==> src/rtl/sram_pkg.sv <==
// -----------------------------------------------------------------------------
// sram_pkg
// Shared definitions for the toy 64-entry SRAM request-side logic:
//   - SRAM_ADDR_W      : word address width of the array
//   - STROBE_CYCLES_*  : legal range of the strobe length parameter
//   - STROBE_CNT_W     : width of the strobe down-counter
//   - port_state_t     : sequencer FSM states
// -----------------------------------------------------------------------------
package sram_pkg;

    localparam int SRAM_ADDR_W       = 6;
    localparam int STROBE_CYCLES_MIN = 1;
    localparam int STROBE_CYCLES_MAX = 15;
    localparam int STROBE_CNT_W      = 4;

    typedef enum logic [1:0] {
        IDLE   = 2'd0,
        SETUP  = 2'd1,
        STROBE = 2'd2,
        RESP   = 2'd3
    } port_state_t;

endpackage

==> src/rtl/sram_port_ctl.sv <==
// -----------------------------------------------------------------------------
// sram_port_ctl
// Request-side sequencer for the 64-entry toy SRAM. Takes one read or write
// request at a time, drives the predecoder (strobe/enable/address) and the
// array write path (wr_enable/wr_data), captures array read data and returns
// a response.
//
// Parameters:
//   DATA_WIDTH    : width of write and read data
//   STROBE_CYCLES : cycles strobe is held high (legal 1..15)
//
// Ports:
//   clk, reset_n                 : clock, asynchronous active-low reset
//   req_valid/req_ready          : request handshake
//   req_we, req_addr, req_wdata  : request payload
//   strobe, enable, address      : registered predecoder inputs
//   wr_enable, wr_data           : registered array write controls
//   rd_data                      : array read data
//   rsp_valid/rsp_ready          : response handshake
//   rsp_rdata, rsp_we            : response payload
//   dbg_state                    : current FSM state, for observation only
//
// Handshakes: a transfer happens on a rising edge where valid and ready are
// both high. Once valid is raised, it and its payload stay unchanged until
// that transfer; ready never depends combinationally on valid.
//
// Optional feature: define SRAM_PORT_BYPASS_EN to keep a last-write register.
// A read hitting it skips the array and responds one cycle after accept.
// -----------------------------------------------------------------------------
module sram_port_ctl
    import sram_pkg::*;
#(
    parameter int DATA_WIDTH    = 32,
    parameter int STROBE_CYCLES = 1
) (
    input  logic                    clk,
    input  logic                    reset_n,
    input  logic                    req_valid,
    output logic                    req_ready,
    input  logic                    req_we,
    input  logic [0:SRAM_ADDR_W-1]  req_addr,
    input  logic [0:DATA_WIDTH-1]   req_wdata,
    output logic                    strobe,
    output logic                    enable,
    output logic                    wr_enable,
    output logic [0:SRAM_ADDR_W-1]  address,
    output logic [0:DATA_WIDTH-1]   wr_data,
    input  logic [0:DATA_WIDTH-1]   rd_data,
    output logic                    rsp_valid,
    input  logic                    rsp_ready,
    output logic [0:DATA_WIDTH-1]   rsp_rdata,
    output logic                    rsp_we,
    output port_state_t             dbg_state
);

    // Counter is loaded with S-1 on entering STROBE; STROBE ends when it
    // reads zero, giving exactly S strobe cycles.
    localparam logic [STROBE_CNT_W-1:0] STROBE_LOAD = STROBE_CNT_W'(STROBE_CYCLES - 1);

    port_state_t               state;
    logic [STROBE_CNT_W-1:0]   strobe_cnt;
    logic                      access_done;
    logic                      bypass_hit;
    logic [0:DATA_WIDTH-1]     bypass_rdata;

    assign dbg_state   = state;
    // Last strobe cycle: the edge ending it samples rd_data / commits a write.
    assign access_done = (state == STROBE) && (strobe_cnt == '0);

`ifdef SRAM_PORT_BYPASS_EN
    logic                      byp_valid;
    logic [0:SRAM_ADDR_W-1]    byp_addr;
    logic [0:DATA_WIDTH-1]     byp_data;

    always_ff @(posedge clk or negedge reset_n) begin
        if (!reset_n) begin
            byp_valid <= 1'b0;
            byp_addr  <= '0;
            byp_data  <= '0;
        end else if (access_done && wr_enable) begin
            byp_valid <= 1'b1;
            byp_addr  <= address;
            byp_data  <= wr_data;
        end
    end

    assign bypass_hit   = byp_valid && !req_we && (req_addr == byp_addr);
    assign bypass_rdata = byp_data;
`else
    assign bypass_hit   = 1'b0;
    assign bypass_rdata = '0;
`endif

    always_ff @(posedge clk or negedge reset_n) begin
        if (!reset_n) begin
            state      <= IDLE;
            req_ready  <= 1'b1;
            strobe     <= 1'b0;
            enable     <= 1'b0;
            wr_enable  <= 1'b0;
            address    <= '0;
            wr_data    <= '0;
            rsp_valid  <= 1'b0;
            rsp_rdata  <= '0;
            rsp_we     <= 1'b0;
            strobe_cnt <= '0;
        end else begin
            case (state)
                IDLE: begin
                    if (req_valid) begin
                        req_ready <= 1'b0;
                        address   <= req_addr;
                        wr_enable <= req_we;
                        wr_data   <= req_wdata;
                        if (bypass_hit) begin
                            // Served from the last-write register; the
                            // predecoder is never touched for this read.
                            state     <= RESP;
                            rsp_valid <= 1'b1;
                            rsp_we    <= 1'b0;
                            rsp_rdata <= bypass_rdata;
                        end else begin
                            state  <= SETUP;
                            enable <= 1'b1;
                        end
                    end
                end

                SETUP: begin
                    state      <= STROBE;
                    strobe     <= 1'b1;
                    strobe_cnt <= STROBE_LOAD;
                end

                STROBE: begin
                    if (access_done) begin
                        state     <= RESP;
                        strobe    <= 1'b0;
                        enable    <= 1'b0;
                        rsp_valid <= 1'b1;
                        rsp_we    <= wr_enable;
                        rsp_rdata <= wr_enable ? '0 : rd_data;
                    end else begin
                        strobe_cnt <= strobe_cnt - 1'b1;
                    end
                end

                RESP: begin
                    // Response fields are untouched here, so they hold under
                    // backpressure.
                    if (rsp_ready) begin
                        state     <= IDLE;
                        rsp_valid <= 1'b0;
                        req_ready <= 1'b1;
                    end
                end

                default: state <= IDLE;
            endcase
        end
    end

endmodule
==> config.mk <==
export PLATFORM = sky130hd
export DESIGN_NAME = sram_port_ctl
export DESIGN_NICKNAME = d
export VERILOG_FILES = /design/src/rtl/sram_pkg.sv /design/src/rtl/sram_port_ctl.sv
export SDC_FILE = /design/constraint.sdc
export NUM_CORES = 1
export LEC_CHECK = 0
export CORE_MARGIN = 2
export CORE_UTILIZATION = 45
export DETAILED_ROUTE_END_ITERATION = 6
export HOLD_SLACK_MARGIN = 0.06
export PLACE_DENSITY_LB_ADDON = 0.2
export SYNTH_ARGS = -nofsm -noshare
export SYNTH_HDL_FRONTEND = slang
export SYNTH_SLANG_ARGS = --single-unit
==> constraint.sdc <==
create_clock -name clk -period 2.6 [get_ports clk]
set_input_delay 0.26 -clock clk [delete_from_list [all_inputs] [get_ports clk]]
set_output_delay 0.26 -clock clk [all_outputs]
set_load 0.005 [all_outputs]
==> flow_summary.toml, run 1 <==
[run_status]
status = "complete, no violations"

[power]
p_comb_share_pct = 44.5
p_total_mw = 5.74
power_switching_mw = 1.67
clkPwrFrac_pct = 18.4
power_density_nw_per_um2 = 1100
swShare_pct = 29.2
intPower_mw = 4.07
seq_power_share_pct = 37.1
vdd_drop_max_uv = 524
total_leakage_power_nw = 2.25

[worst_setup_path]
cp.arrival_ns = 2.12
crit_fanout = 5
startpoint = "strobe_cnt[0]"
reg2reg_slack_ns = 0.72
crit_type = "flop to flop"
end_kind = "flop"
regToRegStartpoint = "strobe_cnt[0]"
cp.required_ns = 2.83
start_kind = "flop"

[min_path]
hold_path_class = "primary input to async pin"

[clock_network]
post_cts_buffers = 0
tritoncts = "yes"
clk_latency_ns = 0.34
clockRootBuffer = "clkbuf_8"
hold_buffers = 0
cts_buffers = 9
clk_pin_slew_ns = 0.09
cts_resized = 0
cts.sinks = 82
cts.path.max_buffers = 2
htreeDepth = 3

[sta]
fin_crit_ns = 1.88
fin_skew_ns = 0.00981
slew_viol_final = 0
fin_tns_setup_ns = 0
tightest_slew_ns = 1.02
fin_crit_sh_pct = 72.4
rsz0062_at_grt = "no"
hold_violations = 0
finalSetupViolCount = 0
max_freq_mhz = 531
relSlewSlack_pct = 32.1

[floorplanning]
die_width_um = 90.4
core-area_um2 = 7250
io_pins = 153
initial_core_util_pct = 46.3
rows = 31
die_h_um = 90.4
die_area_um2 = 8160

[yosys]
yosys_warnings = 0
ys_ff_latch = 82
avgSynthCellArea_um2 = 12.1
ys_types = 27
synth_edf_count = 0
synth_cells = 277
syn-cell-area_um2 = 3360
synth_flop_cell = "dfrtp_1"
ys_seq_area_share_pct = 61.2
async_flop_share_pct = 100
synth_fp_nets = 357

[detailed_routing]
avgViaCountPerCell = 4.80
drc = 0
wl_per_cell_um = 14.2
drtIter0Drc = 74
drt-total-wl_um = 7550
detail-route-antenna-nets = 0
vias = 2557
dr.pass1.iters = 4

[global_routing]
grt_pass1_wl_um = 12500
grt_max_degree = 83
grt_usage_pct = 19.2
antenna_found_initial = 0
grt_pass1_vias = 2551
grt_overflow = 0

[place]
port-buffer-count = 152
hpwl_um = 5410
gp_congestion = 0.754

[run]
cap_violations = 0

[cells_and_area]
drive_gt1_share_pct = 14.5
antenna_cells = 0
syn2layout_area_growth_pct = 55.2
layout.nets = 509
[kinds of logic after synthesis]
kind of cell | share of synthesized area, %
compound gates | 6.86
fa+ha+maj | 1.86
buf+inv | 2.54
flops | 61.2
mux | 15.2
simple gates | 12.3
[worst max-delay path: stages, from the launching register on]
cell	delay (ns)
dfrtp_1	0.42
inv_1	0.07
ha_1	0.20
or3b_1	0.45
a211oi_2	0.29
mux2_1	0.34
[per-stage QoR]
stage	hold WS, ns	utilization [%]	worst slack [ns]	cells	area, um2
floorplan	-0.0356	-	0.855	277	3360
global placement	0.461	68.5	0.795	517	4970
detailed placement	0.470	68.5	0.727	517	4970
CTS	0.118	71.8	0.716	533	5210
global route	0.185	71.8	0.611	533	5210
finish	0.0880	71.8	0.718	533	5210
[Yosys cell counts (all sizes together) (2+ instances only)]
cell type | number | area [um2]
nand2b | 33 | 206
mux2i | 5 | 50.1
a21oi | 4 | 20.0
clkbuf | 9 | 33.8
mux2 | 41 | 462
o21ai | 33 | 165
inv | 6 | 22.5
nor2b | 2 | 12.5
buf | 6 | 28.8
nand2 | 40 | 150
dfrtp | 81 | 2030
ha | 5 | 62.6
[registers in the layout (all words and copies together) (netlist names)]
signal / count
rsp_rdata: 32
wr_data: 32
address: 6
strobe_cnt: 4
dbg_state: 2
enable: 1
req_ready: 1
rsp_valid: 1
rsp_we: 1
strobe: 1
wr_enable: 1
[power by group through the flow]
| stage | sequential [mW] | clock, mW | combinational, mW |
|---|---|---|---|
| finish | 2.13 | 1.06 | 2.55 |
| global route | 2.21 | 1.13 | 2.79 |
| CTS | 2.14 | 1.09 | 2.60 |
| detailed placement | 2.16 | 0 | 2.60 |
| global placement | 2.14 | 0 | 2.52 |
| floorplan | 2.20 | 0 | 1.04 |
[metal layers]
layer / routed length [um] / up-vias / GRT usage, %
met3: 353 / 16 / 4.01
met2: 3820 / 85 / 32.0
met1: 3110 / 1231 / 23.8
met4: 257 / 0 / 9.62
li1: - / 1225 / -
met5: 0 / - / 0
[layout make-up]
type	instances	area [um2]
sequential	82	2050
multi-input combinational	174	1220
clock inverter	5	85.1
tap	99	124
inverter	6	22.5
fill	542	2050
timing repair buffer	156	1550
clock buffer	11	151
[worst paths after layout]
check                                 to  cells after the start
hold reg to reg            rsp_rdata[31]                      2
min in group clk           rsp_rdata[28]                      3
max in group asynchronous     address[1]                      1
hold / removal              rsp_rdata[5]                      1
setup / recovery            dbg_state[1]                      5
setup reg to reg            dbg_state[1]                      5
[cell usage in the layout (no fill, tap or decap), drive strengths merged, types with 2 or more instances in the layout]
| master | count |
|---|---|
| clkdlybuf4s50 | 151 |
| mux2 | 41 |
| mux2i | 5 |
| bufinv | 2 |
| buf | 5 |
| a21oi | 4 |
| clkbuf | 11 |
| nand2b | 33 |
| nor2b | 2 |
| o21ai | 33 |
| ha | 5 |
| nand2 | 40 |
| inv | 7 |
| dfrtp | 81 |
No activity file was read; power rests on OpenSTA's default activity.
==> run 2, diff against run 1 <==
- CORE_UTILIZATION: 45 -> 41
- clock period: 2.6 -> 1.9 ns (I/O delays scaled with it)
==> run 2 against run 1 <==
Sequential cell count did not move. Critical path type unchanged. Critical endpoint unchanged. Combinational power rose by 39%. Count of clock-buffer cells in the layout fell by 1. Via count fell by 2.3%.
==> flow_summary.toml, run 2 (synthesis results as in run 1) <==
[run_status]
status = "complete, no violations"

[clock_network]
htreeDepth = 3
cts.sinks = 82
cts_buffers = 9
tritoncts = "yes"
clk_pin_slew_ns = 0.09
clockRootBuffer = "clkbuf_8"
clk_latency_ns = 0.34
cts.path.max_buffers = 2
cts_resized = 0

[place]
gp_congestion = 0.778
hpwl_um = 5530
post-place-cells = 523
dp_slack_ns = 0.0727
port-buffer-count = 152

[cells_and_area]
fillers = 619
antenna_cells = 0
drive_gt1_share_pct = 15.1
largestRegisters = "rsp_rdata x32, wr_data x32, address x6"
final_common_cell = "clkdlybuf4s50_1"
final_cells = 540
multi_input_area_um2 = 1220
mostFrequentLayoutCells = "clkdlybuf4s50_1 (151), dfrtp_1 (81), nand2_1 (39), mux2_2 (39), nand2b_1 (33)"
regArea_um2 = 2050
syn2layout_area_growth_pct = 57.6
layout.nets = 513

[power]
total_leakage_power_nw = 2.29
power_switching_mw = 2.27
seq_power_share_pct = 36.5
vdd_drop_max_uv = 713
p_comb_share_pct = 44.6
power_density_nw_per_um2 = 1500
swShare_pct = 28.6
clkPwrFrac_pct = 18.9
intPower_mw = 5.68
p_total_mw = 7.95

[detailed_routing]
dr.pass1.iters = 3
drt-total-wl_um = 7500
vias = 2497
detail-route-antenna-nets = 0
drc = 0
avgViaCountPerCell = 4.62
drtIter0Drc = 45
wl_per_cell_um = 13.9

[sta]
fin_tns_setup_ns = 0
finalSetupViolCount = 0
max_freq_mhz = 554
holdWs_ns = 0.293
relSlewSlack_pct = 77.3
fin_skew_ns = 0.0192
rsz0062_at_grt = "no"
slew_viol_final = 0
fin_crit_ns = 1.81
setup_ws_ns = 0.0937
hold_violations = 0
tightest_slew_ns = 0.341
fin_crit_sh_pct = 95.1

[worst_setup_path]
r2r_cells = 5
crit_type = "flop to flop"
regToRegStartpoint = "strobe_cnt[0]"
reg2reg_slack_ns = 0.09
end_kind = "flop"
cp.required_ns = 2.12
worstReg2RegEnd = "dbg_state[1]"
start_kind = "flop"
cp.arrival_ns = 2.02
crit_fanout = 4

[floorplanning]
io_pins = 153
die_area_um2 = 8920
rows = 32
initial_core_util_pct = 42.8
die_width_um = 94.5
core-area_um2 = 7850
die_h_um = 94.5

[global_routing]
grt_max_degree = 68
grt_overflow = 0
antenna_found_initial = 0
grt_pass1_wl_um = 11600
grt_pass1_vias = 2484
grt_usage_pct = 16.9

[run]
cap_violations = 0

[min_path]
hold_path_class = "primary input to async pin"
## run 2: cell types whose count changed in the layout (fill, tap and decap cells not counted), sizes merged
| cell | change |
|---|---|
| bufinv | +1 |
| buf | +3 |
| dlygate4sd3 | +1 |
| clkbuf | -1 |
| clkinv | +1 |
| clkinvlp | -1 |
## run 2: how the worst max path moves through the flow
stage | startpoint | to | slack (ns) | cells after the start
after floorplan | strobe_cnt[0] | dbg_state[1] | 0.16 | 5
after global placement | strobe_cnt[0] | dbg_state[1] | 0.14 | 5
after detailed placement | strobe_cnt[0] | dbg_state[1] | 0.07 | 5
after CTS | strobe_cnt[0] | dbg_state[1] | 0.06 | 5
after global routing | strobe_cnt[0] | dbg_state[1] | 0.004 | 5
final | strobe_cnt[0] | dbg_state[1] | 0.09 | 5
## run 2: through the flow
step / util (%) / area [um2]
floorplan: - / 3360
global placement: 64.2 / 5040
detailed placement: 64.2 / 5040
CTS: 67.4 / 5290
global route: 67.4 / 5290
finish: 67.4 / 5290
## run 2: layer usage
layer / routed length, um / vias to the layer above / track usage [%]
met5: 0 / - / 0
met4: 108 / 0 / 7.49
met3: 473 / 6 / 4.95
met2: 3830 / 73 / 28.9
met1: 3090 / 1183 / 19.9
li1: - / 1235 / -
## run 2: cell type report
type | count | share of cell area, %
clock inverter | 6 | 2.13
timing repair buffer | 160 | 30.6
inverter | 6 | 0.426
multi-input combinational | 174 | 23.2
clock buffer | 10 | 2.41
sequential | 82 | 38.8
tap | 102 | 2.41
## run 2: critical path, stage by stage (launching register included)
cell and delay (ns):
dfrtp_1 0.42, inv_1 0.07, ha_1 0.21, or3b_1 0.39, a211oi_2 0.25, mux2_1 0.35
## run 2: repair_timing
action                                  in CTS  in global routing
setup buffers                                0                  0
endpoints found under the hold margin       25                  0
hold buffers                                 1                  0
endpoints found under the setup margin       0                  1
## run 2: power by group through the flow
| stage | Combinational, mW | Sequential (mW) | Clock (mW) |
|---|---|---|---|
| 6_report | 3.55 | 2.90 | 1.50 |
| 5_1_grt | 3.88 | 3.00 | 1.63 |
| 4_1_cts | 3.62 | 2.91 | 1.55 |
| 3_5_place_dp | 3.61 | 2.94 | 0 |
| 3_3_place_gp | 3.55 | 2.91 | 0 |
| 2_1_floorplan | 1.43 | 3.01 | 0 |
